`src/rtl/axil_io_bridge_if.sv`:
```
// axil_io_bridge_if: AXI4-Lite slave-side bundle (AW, W, B, AR, R) for the IO bridge.
interface axil_io_bridge_if #(
    parameter int ADDR_WIDTH = 32,
    parameter int DATA_WIDTH = 32
);
    logic [ADDR_WIDTH-1:0]   awaddr;
    logic                    awvalid;
    logic                    awready;
    logic [DATA_WIDTH-1:0]   wdata;
    logic [DATA_WIDTH/8-1:0] wstrb;
    logic                    wvalid;
    logic                    wready;
    logic [1:0]              bresp;
    logic                    bvalid;
    logic                    bready;
    logic [ADDR_WIDTH-1:0]   araddr;
    logic                    arvalid;
    logic                    arready;
    logic [DATA_WIDTH-1:0]   rdata;
    logic [1:0]              rresp;
    logic                    rvalid;
    logic                    rready;

    modport master (
        output awaddr, awvalid, wdata, wstrb, wvalid, bready, araddr, arvalid, rready,
        input  awready, wready, bresp, bvalid, arready, rdata, rresp, rvalid
    );

    modport slave (
        input  awaddr, awvalid, wdata, wstrb, wvalid, bready, araddr, arvalid, rready,
        output awready, wready, bresp, bvalid, arready, rdata, rresp, rvalid
    );
endinterface

```
`src/rtl/axil_io_bridge.sv`:
```
// axil_io_bridge: terminates AXI4-Lite and issues one single-cycle IO bus access per
// transaction. Addresses outside the decoded window get DECERR and never reach the IO bus.
//
// state      | meaning
// IDLE       | AW/W/AR offered; prio picks the winner when read and write collide
// WR_COLLECT | one of AW/W latched, waiting for the other
// WR_ACCESS  | io_write_en is high this cycle (hit only)
// WR_RESP    | bvalid held until bready
// RD_ACCESS  | io_read_en is high this cycle (hit only)
// RD_WAIT    | peripheral drives io_read_data; captured at end of cycle
// RD_RESP    | rvalid held until rready
module axil_io_bridge #(
    parameter int                    ADDR_WIDTH  = 32,
    parameter int                    DATA_WIDTH  = 32,
    parameter logic [ADDR_WIDTH-1:0] BASE_ADDR   = 32'hFFFF0000,
    parameter int                    WINDOW_BITS = 16
) (
    input  logic                  clk,
    input  logic                  reset,
    axil_io_bridge_if.slave       s,
    output logic                  io_write_en,
    output logic                  io_read_en,
    output logic [ADDR_WIDTH-1:0] io_address,
    output logic [DATA_WIDTH-1:0] io_write_data,
    input  logic [DATA_WIDTH-1:0] io_read_data
);

    typedef enum logic [2:0] {
        IDLE, WR_COLLECT, WR_ACCESS, WR_RESP, RD_ACCESS, RD_WAIT, RD_RESP
    } state_t;

    state_t                state;
    logic                  prio;       // 0: write wins a collision, 1: read wins
    logic                  idle_rdy;   // registered "ready to accept" in IDLE
    logic                  need_aw;
    logic                  need_w;
    logic                  hit_q;
    logic [ADDR_WIDTH-1:0] addr_q;
    logic [DATA_WIDTH-1:0] data_q;
    logic                  bvalid_q;
    logic [1:0]            bresp_q;
    logic                  rvalid_q;
    logic [1:0]            rresp_q;
    logic [DATA_WIDTH-1:0] rdata_q;

    logic                  wr_req, wr_win, rd_win;
    logic                  aw_hs, w_hs, ar_hs;
    logic                  launch_wr, wr_hit, rd_hit;
    logic [ADDR_WIDTH-1:0] wr_addr;
    logic [DATA_WIDTH-1:0] wr_data;
    logic                  unused_wstrb;

    // Readies come from registered flags; the only same-cycle term is the
    // read/write arbitration, which must see the competing valid to pick one.
    assign wr_req    = s.awvalid | s.wvalid;
    assign wr_win    = ~(prio & s.arvalid);
    assign rd_win    = ~(~prio & wr_req);
    assign s.awready = (idle_rdy & wr_win) | need_aw;
    assign s.wready  = (idle_rdy & wr_win) | need_w;
    assign s.arready = idle_rdy & rd_win;

    assign aw_hs = s.awvalid & s.awready;
    assign w_hs  = s.wvalid & s.wready;
    assign ar_hs = s.arvalid & s.arready;

    // Address/data of the write being launched: fresh from the bus or from the latch.
    assign wr_addr   = aw_hs ? s.awaddr : addr_q;
    assign wr_data   = w_hs ? s.wdata : data_q;
    assign wr_hit    = wr_addr[ADDR_WIDTH-1:WINDOW_BITS] == BASE_ADDR[ADDR_WIDTH-1:WINDOW_BITS];
    assign rd_hit    = s.araddr[ADDR_WIDTH-1:WINDOW_BITS] == BASE_ADDR[ADDR_WIDTH-1:WINDOW_BITS];
    assign launch_wr = ((state == IDLE) & aw_hs & w_hs) |
                       ((state == WR_COLLECT) & (aw_hs | w_hs));

    assign s.bvalid = bvalid_q;
    assign s.bresp  = bresp_q;
    assign s.rvalid = rvalid_q;
    assign s.rresp  = rresp_q;
    assign s.rdata  = rdata_q;

    // Only full-word writes exist on the IO bus, so byte strobes carry no information.
    assign unused_wstrb = ^s.wstrb;

    // Transaction FSM; IO strobes are registered on the accepting edge so they
    // appear exactly in the ACCESS state and are zero otherwise.
    always_ff @(posedge clk) begin
        if (reset) begin
            state         <= IDLE;
            prio          <= 1'b0;
            idle_rdy      <= 1'b0;
            need_aw       <= 1'b0;
            need_w        <= 1'b0;
            hit_q         <= 1'b0;
            addr_q        <= '0;
            data_q        <= '0;
            bvalid_q      <= 1'b0;
            bresp_q       <= 2'b00;
            rvalid_q      <= 1'b0;
            rresp_q       <= 2'b00;
            rdata_q       <= '0;
            io_write_en   <= 1'b0;
            io_read_en    <= 1'b0;
            io_address    <= '0;
            io_write_data <= '0;
        end else begin
            io_write_en   <= 1'b0;
            io_read_en    <= 1'b0;
            io_address    <= '0;
            io_write_data <= '0;
            case (state)
                IDLE: begin
                    idle_rdy <= 1'b1;
                    if (aw_hs | w_hs) begin
                        idle_rdy <= 1'b0;
                        addr_q   <= wr_addr;
                        data_q   <= wr_data;
                        need_aw  <= ~aw_hs;
                        need_w   <= ~w_hs;
                        state    <= (aw_hs & w_hs) ? WR_ACCESS : WR_COLLECT;
                    end else if (ar_hs) begin
                        idle_rdy   <= 1'b0;
                        hit_q      <= rd_hit;
                        io_read_en <= rd_hit;
                        io_address <= rd_hit ? s.araddr : '0;
                        state      <= RD_ACCESS;
                    end
                end
                WR_COLLECT: begin
                    if (aw_hs | w_hs) begin
                        addr_q  <= wr_addr;
                        data_q  <= wr_data;
                        need_aw <= 1'b0;
                        need_w  <= 1'b0;
                        state   <= WR_ACCESS;
                    end
                end
                WR_ACCESS: begin
                    bvalid_q <= 1'b1;
                    bresp_q  <= hit_q ? 2'b00 : 2'b11;
                    state    <= WR_RESP;
                end
                WR_RESP: begin
                    if (s.bready) begin
                        bvalid_q <= 1'b0;
                        bresp_q  <= 2'b00;
                        idle_rdy <= 1'b1;
                        if (s.arvalid) begin
                            prio <= 1'b1;
                        end
                        state <= IDLE;
                    end
                end
                RD_ACCESS: begin
                    state <= RD_WAIT;
                end
                RD_WAIT: begin
                    rdata_q  <= hit_q ? io_read_data : '0;
                    rresp_q  <= hit_q ? 2'b00 : 2'b11;
                    rvalid_q <= 1'b1;
                    state    <= RD_RESP;
                end
                RD_RESP: begin
                    if (s.rready) begin
                        rvalid_q <= 1'b0;
                        rresp_q  <= 2'b00;
                        rdata_q  <= '0;
                        prio     <= 1'b0;
                        idle_rdy <= 1'b1;
                        state    <= IDLE;
                    end
                end
                default: state <= IDLE;
            endcase
            if (launch_wr) begin
                hit_q       <= wr_hit;
                io_write_en <= wr_hit;
                if (wr_hit) begin
                    io_address    <= wr_addr;
                    io_write_data <= wr_data;
                end
            end
        end
    end

endmodule
```
`src/flat_wrapper.sv`:
```
// flat-port wrapper written by rule: the top's interface ports become plain ports
module axil_io_bridge_flat 
#(
    parameter int                    ADDR_WIDTH  = 32,
    parameter int                    DATA_WIDTH  = 32,
    parameter logic [ADDR_WIDTH-1:0] BASE_ADDR   = 32'hFFFF0000,
    parameter int                    WINDOW_BITS = 16
)
  (clk, reset, io_write_en, io_read_en, io_address, io_write_data, io_read_data, s_awaddr, s_awvalid, s_wdata, s_wstrb, s_wvalid, s_bready, s_araddr, s_arvalid, s_rready, s_awready, s_wready, s_bresp, s_bvalid, s_arready, s_rdata, s_rresp, s_rvalid);
  axil_io_bridge_if #(.ADDR_WIDTH(ADDR_WIDTH), .DATA_WIDTH(DATA_WIDTH)) s_i ();
  input  logic clk;
  input  logic reset;
  output logic io_write_en;
  output logic io_read_en;
  output logic [ADDR_WIDTH-1:0] io_address;
  output logic [DATA_WIDTH-1:0] io_write_data;
  input  logic [DATA_WIDTH-1:0] io_read_data;
  input wire logic [$bits(s_i.awaddr)-1:0] s_awaddr;
  input wire logic [$bits(s_i.awvalid)-1:0] s_awvalid;
  input wire logic [$bits(s_i.wdata)-1:0] s_wdata;
  input wire logic [$bits(s_i.wstrb)-1:0] s_wstrb;
  input wire logic [$bits(s_i.wvalid)-1:0] s_wvalid;
  input wire logic [$bits(s_i.bready)-1:0] s_bready;
  input wire logic [$bits(s_i.araddr)-1:0] s_araddr;
  input wire logic [$bits(s_i.arvalid)-1:0] s_arvalid;
  input wire logic [$bits(s_i.rready)-1:0] s_rready;
  output wire logic [$bits(s_i.awready)-1:0] s_awready;
  output wire logic [$bits(s_i.wready)-1:0] s_wready;
  output wire logic [$bits(s_i.bresp)-1:0] s_bresp;
  output wire logic [$bits(s_i.bvalid)-1:0] s_bvalid;
  output wire logic [$bits(s_i.arready)-1:0] s_arready;
  output wire logic [$bits(s_i.rdata)-1:0] s_rdata;
  output wire logic [$bits(s_i.rresp)-1:0] s_rresp;
  output wire logic [$bits(s_i.rvalid)-1:0] s_rvalid;
  assign s_i.awaddr = s_awaddr;
  assign s_i.awvalid = s_awvalid;
  assign s_i.wdata = s_wdata;
  assign s_i.wstrb = s_wstrb;
  assign s_i.wvalid = s_wvalid;
  assign s_i.bready = s_bready;
  assign s_i.araddr = s_araddr;
  assign s_i.arvalid = s_arvalid;
  assign s_i.rready = s_rready;
  assign s_awready = s_i.awready;
  assign s_wready = s_i.wready;
  assign s_bresp = s_i.bresp;
  assign s_bvalid = s_i.bvalid;
  assign s_arready = s_i.arready;
  assign s_rdata = s_i.rdata;
  assign s_rresp = s_i.rresp;
  assign s_rvalid = s_i.rvalid;
  axil_io_bridge #(.ADDR_WIDTH(ADDR_WIDTH), .DATA_WIDTH(DATA_WIDTH), .BASE_ADDR(BASE_ADDR), .WINDOW_BITS(WINDOW_BITS)) u_core (.clk(clk), .reset(reset), .s(s_i), .io_write_en(io_write_en), .io_read_en(io_read_en), .io_address(io_address), .io_write_data(io_write_data), .io_read_data(io_read_data));
endmodule
```
`config.mk`:
```
export PLATFORM = sky130hd
export DESIGN_NAME = axil_io_bridge_flat
export DESIGN_NICKNAME = d
export VERILOG_FILES = /design/src/rtl/axil_io_bridge_if.sv /design/src/rtl/axil_io_bridge.sv /design/src/flat_wrapper.sv
export SDC_FILE = /design/constraint.sdc
export NUM_CORES = 1
export LEC_CHECK = 0
export CELL_PAD_IN_SITES_DETAIL_PLACEMENT = 1
export CELL_PAD_IN_SITES_GLOBAL_PLACEMENT = 2
export CORE_ASPECT_RATIO = 0.8
export CORE_MARGIN = 2
export CORE_UTILIZATION = 26
export CTS_CLUSTER_DIAMETER = 100
export CTS_CLUSTER_SIZE = 40
export DETAILED_ROUTE_END_ITERATION = 12
export PLACE_DENSITY = 0.91
export SLEW_MARGIN = 20
export SYNTH_ARGS = -nofsm -noshare
export SYNTH_HDL_FRONTEND = slang
export SYNTH_SLANG_ARGS = --single-unit
```
`constraint.sdc`:
```
create_clock -name clk -period 9.1 [get_ports clk]
set_clock_uncertainty 0.2 [all_clocks]
set_input_delay 1.365 -clock clk [delete_from_list [all_inputs] [get_ports clk]]
set_output_delay 1.365 -clock clk [all_outputs]
set_load 0.05 [all_outputs]
```
==> flow_summary.json, run 1 <==
{
  "status": "completed",
  "p_per_area_nw_per_um2": 207,
  "synth_top_flop_cell": "dfxtp_1",
  "dr_total_vias": 6231,
  "min_to": "u_core.s.rdata[17]",
  "syn_nets": 929,
  "cts.sinks": 174,
  "final_cell_mix": "240 x clkdlybuf4s50_1, 217 x nand2_1, 174 x dfxtp_1, 117 x a21oi_1, 51 x nand3_1",
  "r2r-start": "u_core.idle_rdy",
  "worstSetupPathType": "input port to flop",
  "setup.worst_path.start": "s_arvalid",
  "wl_um": 21700,
  "drv_cap": 0,
  "r2r_end": "u_core.io_address[20]",
  "die_area_um2": 26600,
  "cp-end-kind": "flop",
  "whs_path_depth": 2,
  "setup_viol": 0,
  "grt_pass1_wl_um": 34500,
  "cp_data_required_time_ns": 9.26,
  "layout-drive-gt1-share_pct": 8.04,
  "path_max_fanout": 36,
  "utilization_pct": 39.0,
  "finalHoldViolations": 0,
  "drv_slew": 0,
  "grt.total_usage_pct": 16.4,
  "ir_drop_mv": 0.106,
  "multi_input_area_um2": 2820,
  "drt_iter0_drc": 252,
  "hold_start": "u_core.s.rdata[17]",
  "synth_area_um2": 6590,
  "cts_tree": "yes",
  "crit_arrival_ns": 5.22,
  "start_util_pct": 26.2,
  "post-cts-setup-buffers": 0,
  "maxSlewHeadroom_pct": 43.3,
  "cts_resized": 0,
  "ys_types": 46,
  "fillers": 2929,
  "grt_pass1_vias": 6457,
  "ys_seq_elements": 174,
  "hold_buffers": 0,
  "fin_setup_tns_ns": 0,
  "fmax_mhz": 198,
  "hp-class": "flop to flop",
  "regArea_um2": 3480,
  "dp_hpwl_um": 14800,
  "syn_inst": 788,
  "grt_start_max_net_pins": 55,
  "root_buffer": "clkbuf_16",
  "tightest_slew_ns": 0.850,
  "htree_levels": 4,
  "fin_crit_sh_pct": 55.6,
  "period_minus_slack_ns": 5.06,
  "r2r_slack_ns": 5.10,
  "drt_pre_antenna_iters": 4,
  "layout.nets": 1136,
  "power_leakage_nw": 3.34,
  "ys.warnings.count": 0,
  "ant_nets": 0,
  "die_x_um": 182,
  "insertion_delay_ns": 0.43,
  "grt_overflow_total": 0,
  "worst_r2r_path_depth": 11,
  "place_congestion": 0.779,
  "mostFrequentLayoutCell": "clkdlybuf4s50_1",
  "rows": 52,
  "synth-seq-area-share_pct": 52.9,
  "synth_edf_count": 0,
  "cts_buffers": 17,
  "core-area_um2": 25100,
  "clk_pin_slew_ns": 0.07,
  "dieHeight_um": 146,
  "syn_to_final_growth_pct": 48.8,
  "synth_area_per_cell_um2": 8.36,
  "async_flop_share_pct": 0,
  "drc": 0,
  "start_kind": "input port",
  "rsz0062_at_grt": "no",
  "wl_per_cell_um": 16.3,
  "io_pins": 246,
  "via_per_inst": 4.67,
  "clk_path_buf_depth": 2,
  "port_buffers": 241,
  "antenna_found_initial": 1
}
-- area by class of cell --
class | instances | area share (%)
antenna | 1 | 0.0255
clock buffer | 18 | 4.48
clock inverter | 14 | 1.42
inverter | 7 | 0.268
multi-input combinational | 545 | 28.8
sequential | 174 | 35.6
tap | 324 | 4.14
timing repair buffer | 250 | 25.3
-- sequential cells by signal, indices dropped and copies added (netlist names) --
register              count
u_core.addr_q            32
u_core.data_q            32
u_core.hit_q              1
u_core.idle_rdy           1
u_core.io_address        32
u_core.io_read_en         1
u_core.io_write_data     32
u_core.io_write_en        1
u_core.need_aw            1
u_core.need_w             1
u_core.prio               1
u_core.s.bresp            1
u_core.s.bvalid           1
u_core.s.rdata           32
u_core.s.rresp            1
u_core.s.rvalid           1
u_core.state              3
-- how the worst max path moves through the flow --
stage | depth (start not counted) | slack (ns) | endpoint
after floorplan | 12 | 5.26 | u_core.io_address[10]
after global placement | 12 | 3.67 | u_core.io_address[16]
after detailed placement | 12 | 3.58 | u_core.io_address[20]
after CTS | 12 | 4.02 | u_core.io_address[20]
after global routing | 12 | 3.74 | u_core.io_address[20]
final | 12 | 4.04 | u_core.io_address[20]
-- synth_stat cells, types with 2 or more instances --
master / count / area share, %
ha_1: 2 / 0.38
a21oi_1: 117 / 8.9
nor2b_1: 2 / 0.19
nand3_1: 51 / 3.9
and3_1: 2 / 0.19
mux2i_1: 16 / 2.4
a22oi_1: 20 / 2.3
dfxtp_1: 174 / 53
mux2_2: 16 / 2.7
inv_1: 4 / 0.23
nor2_1: 30 / 1.7
buf_4: 3 / 0.34
buf_6: 2 / 0.34
nand2_1: 218 / 12
or3_1: 3 / 0.29
o21a_1: 4 / 0.46
inv_2: 2 / 0.11
o21ai_0: 7 / 0.53
a31oi_1: 2 / 0.19
or2_1: 9 / 0.85
clkbuf_1: 41 / 2.3
nor4_1: 2 / 0.19
nand4_1: 13 / 1.2
buf_2: 10 / 0.76
nor3_1: 3 / 0.23
buf_1: 6 / 0.34
or2_2: 10 / 0.95
-- through the flow --
stage | setup slack, ns | area, um2 | hold slack, ns | total power [W] | instances
4_1_cts | 4.02 | 9790 | 0.256 | 0.00207 | 1332
6_report | 4.04 | 9800 | 0.253 | 0.00203 | 1333
2_1_floorplan | 5.26 | 6590 | 0.234 | 0.00115 | 788
3_3_place_gp | 3.67 | 9210 | 0.237 | 0.00132 | 1300
5_1_grt | 3.74 | 9790 | 0.275 | 0.00215 | 1332
3_5_place_dp | 3.58 | 9210 | 0.247 | 0.00133 | 1300
-- cell families after synthesis --
group                    count (synthesis)  share of synthesized area, %
AND/OR/NAND/NOR                        350                          23.2
flip-flops                             174                          52.9
AO/OA/AOI/OAI                          160                          13.6
buffers and inverters                   69                          4.52
multiplexers                            33                          5.40
adder cells (fa/ha/maj)                  2                         0.380
-- power by group --
part           internal (W)  leakage, nW  total [W]  switching (W)
Sequential         0.000812         1.40   0.000852      0.0000406
Clock              0.000373        0.288   0.000724       0.000351
Combinational      0.000174         1.65   0.000454       0.000280
Total               0.00136         3.34    0.00203       0.000671
-- worst max-delay path, stage by stage --
cell,delay (ns)
clkdlybuf4s50_1,0.47
a21boi_2,0.23
o21a_1,0.14
buf_4,0.39
clkinv_1,0.17
ha_1,0.34
nor3_4,0.14
buf_4,0.40
a32o_1,0.26
nand3_2,0.65
inv_2,0.48
or2_2,0.18
-- metal layers --
metal / global-route usage [%] / vias to the layer above / part of all wire, %
met5: 0 / - / 0
met4: 3.43 / 0 / 0.46
met3: 6.68 / 5 / 8.5
met2: 27.2 / 184 / 46
met1: 20.2 / 2975 / 45
li1: - / 3067 / -
Note: power is estimated with default switching activity, not from simulation.
==> run 2, diff against run 1 <==
--- a/config.mk
+++ b/config.mk
@@ -9,11 +9,11 @@
 export CELL_PAD_IN_SITES_GLOBAL_PLACEMENT = 2
 export CORE_ASPECT_RATIO = 0.8
 export CORE_MARGIN = 2
-export CORE_UTILIZATION = 26
+export CORE_UTILIZATION = 22
 export CTS_CLUSTER_DIAMETER = 100
 export CTS_CLUSTER_SIZE = 40
 export DETAILED_ROUTE_END_ITERATION = 12
-export PLACE_DENSITY = 0.91
+export PLACE_DENSITY = 0.83
 export SLEW_MARGIN = 20
 export SYNTH_ARGS = -nofsm -noshare
 export SYNTH_HDL_FRONTEND = slang
==> constraint.sdc (replaced) <==
create_clock -name clk -period 4.6 [get_ports clk]
set_clock_uncertainty 0.2 [all_clocks]
set_input_delay 0.69 -clock clk [delete_from_list [all_inputs] [get_ports clk]]
set_output_delay 0.69 -clock clk [all_outputs]
set_load 0.05 [all_outputs]
==> run 2 against run 1 <==
Effect of this change: combinational power up 99%; first-iteration DRC count up 15%; non-clock buffer count up 5; register-to-register slack worse by 3.2 ns; critical path type is now input port to output pin.
==> flow_summary.json, run 2 (same netlist as run 1, synthesis figures left out) <==
{
  "status": "completed",
  "mostFrequentLayoutCell": "clkdlybuf4s50_1",
  "r2r-start": "u_core.idle_rdy",
  "via_per_inst": 4.49,
  "wl_um": 22500,
  "max_stage_delay_ns": 0.84,
  "dp_slack_ns": 0.995,
  "period_minus_slack_ns": 3.33,
  "antenna_found_initial": 0,
  "start_kind": "input port",
  "port_buffers": 241,
  "rsz0062_at_grt": "no",
  "cts_resized": 0,
  "hp-class": "flop to flop",
  "core-area_um2": 29400,
  "start_util_pct": 22.4,
  "drv_slew": 0,
  "p_per_area_nw_per_um2": 419,
  "fin_setup_tns_ns": 0,
  "cts_tree": "yes",
  "dr_total_vias": 6245,
  "grt_start_max_net_pins": 55,
  "cp_num_buf_inv": 2,
  "hold_slack_ns": 0.254,
  "cts_buffers": 17,
  "power_leakage_nw": 3.38,
  "ir_drop_mv": 0.235,
  "grt_pass1_wl_um": 35700,
  "drt_iter0_drc": 289,
  "setup_ws_ns": 1.27,
  "fmax_mhz": 301,
  "worst_r2r_path_depth": 7,
  "n_antenna_cell": 0,
  "cpMostUsedCell": "clkdlybuf4s50_1",
  "fin_crit_sh_pct": 72.3,
  "hold_buffers": 0,
  "drc": 0,
  "root_buffer": "clkbuf_16",
  "die_x_um": 197,
  "io_pins": 246,
  "tightest_slew_ns": 0.814,
  "insertion_delay_ns": 0.44,
  "maxSlewHeadroom_pct": 45.8,
  "grt.total_usage_pct": 14.6,
  "crit_chain": "clkdlybuf4s50_1 -> a21boi_2 -> or2_2 -> clkdlybuf4s50_1",
  "setup_viol": 0,
  "crit_arrival_ns": 2.44,
  "wl_per_cell_um": 16.2,
  "cts.sinks": 174,
  "layout-drive-gt1-share_pct": 8.29,
  "htree_levels": 4,
  "grt_overflow_total": 0,
  "cp-end-kind": "output pin",
  "syn_to_final_growth_pct": 51.0,
  "clk_pin_slew_ns": 0.06,
  "cp_data_required_time_ns": 3.71,
  "grt_pass1_vias": 6405,
  "r2r_slack_ns": 1.88,
  "r2r_end": "u_core.io_address[18]",
  "hold_start": "u_core.s.rdata[23]",
  "ant_nets": 0,
  "crit_family": "buffers and inverters",
  "layout.nets": 1141,
  "post-cts-setup-buffers": 0,
  "worstSetupPathType": "input port to output pin",
  "min_to": "u_core.s.rdata[23]",
  "rows": 56,
  "dp_hpwl_um": 15100,
  "finalHoldViolations": 0,
  "clk_path_buf_depth": 2,
  "drt_pre_antenna_iters": 5,
  "place_congestion": 0.750,
  "final_cell_mix": "240 x clkdlybuf4s50_1, 218 x nand2_1, 174 x dfxtp_1, 117 x a21oi_1, 51 x nand3_1",
  "die_area_um2": 31300,
  "path_max_fanout": 4,
  "cpMaxStageDelayCell": "clkdlybuf4s50_1",
  "drv_cap": 0,
  "dieHeight_um": 159,
  "whs_path_depth": 2
}
run 2: cell count changes in the layout (fill, tap and decap cells not counted), sizes merged:
cell / delta
inv: -2
clkinv: -2
clkinvlp: +2
clkbuf: -1
buf: +5
bufinv: +3
diode: -1
run 2: routing by layer:
layer  share of wire, %  global-route usage (%)  vias to the layer above  routed length (um)
met5                  0                       0                        -                   0
met4               0.94                    3.62                        0                 212
met3                7.7                    5.56                       15                1740
met2                 44                    22.4                      177                9940
met1                 47                    19.1                     2973               10700
li1                   -                       -                     3080                   -
run 2: worst register-to-register path, delay by kind of cell (launching register included):
| kind | cells | cell delay [ns] |
|---|---|---|
| AOI/OAI and AO/OA | 3 | 0.74 |
| buffers and inverters | 2 | 0.83 |
| DFF | 1 | 0.38 |
| and+or+nand+nor | 2 | 0.52 |
run 2: worst max-delay path by stage:
| stage | endpoint | from | slack (ns) | cells past startpoint |
|---|---|---|---|---|
| finish | s_awready | s_arvalid | 1.27 | 4 |
| global route | s_awready | s_arvalid | 1.23 | 4 |
| CTS | s_awready | s_arvalid | 1.25 | 4 |
| detailed placement | u_core.io_write_data[22] | s_arvalid | 1.0 | 8 |
| global placement | u_core.io_write_data[22] | s_arvalid | 1.05 | 8 |
| floorplan | u_core.io_address[10] | s_arvalid | 1.44 | 12 |
run 2: final cells by class:
type | count | area [um2]
sequential | 174 | 3480
tap | 377 | 472
inverter | 7 | 26.3
clock inverter | 15 | 203
multi-input combinational | 545 | 2820
timing repair buffer | 255 | 2510
clock buffer | 17 | 425
fill | 3387 | 19400
run 2: metrics by stage:
stage          utilization, %  power [W]  std cells  cell area (um2)
6_report                 33.9    0.00416       1390             9940
2_1_floorplan               -    0.00228        788             6590
5_1_grt                  33.9    0.00442       1390             9940
4_1_cts                  33.9    0.00427       1390             9940
3_3_place_gp             31.7    0.00263       1358             9310
3_5_place_dp             31.7    0.00264       1358             9310
run 2: report_power, final:
part / internal, W / total [W] / switching, W
registers: 0.00161 / 0.00169 / 0.0000807
logic: 0.000348 / 0.000904 / 0.000557
clock network: 0.000876 / 0.00157 / 0.000698
total: 0.00283 / 0.00416 / 0.00134
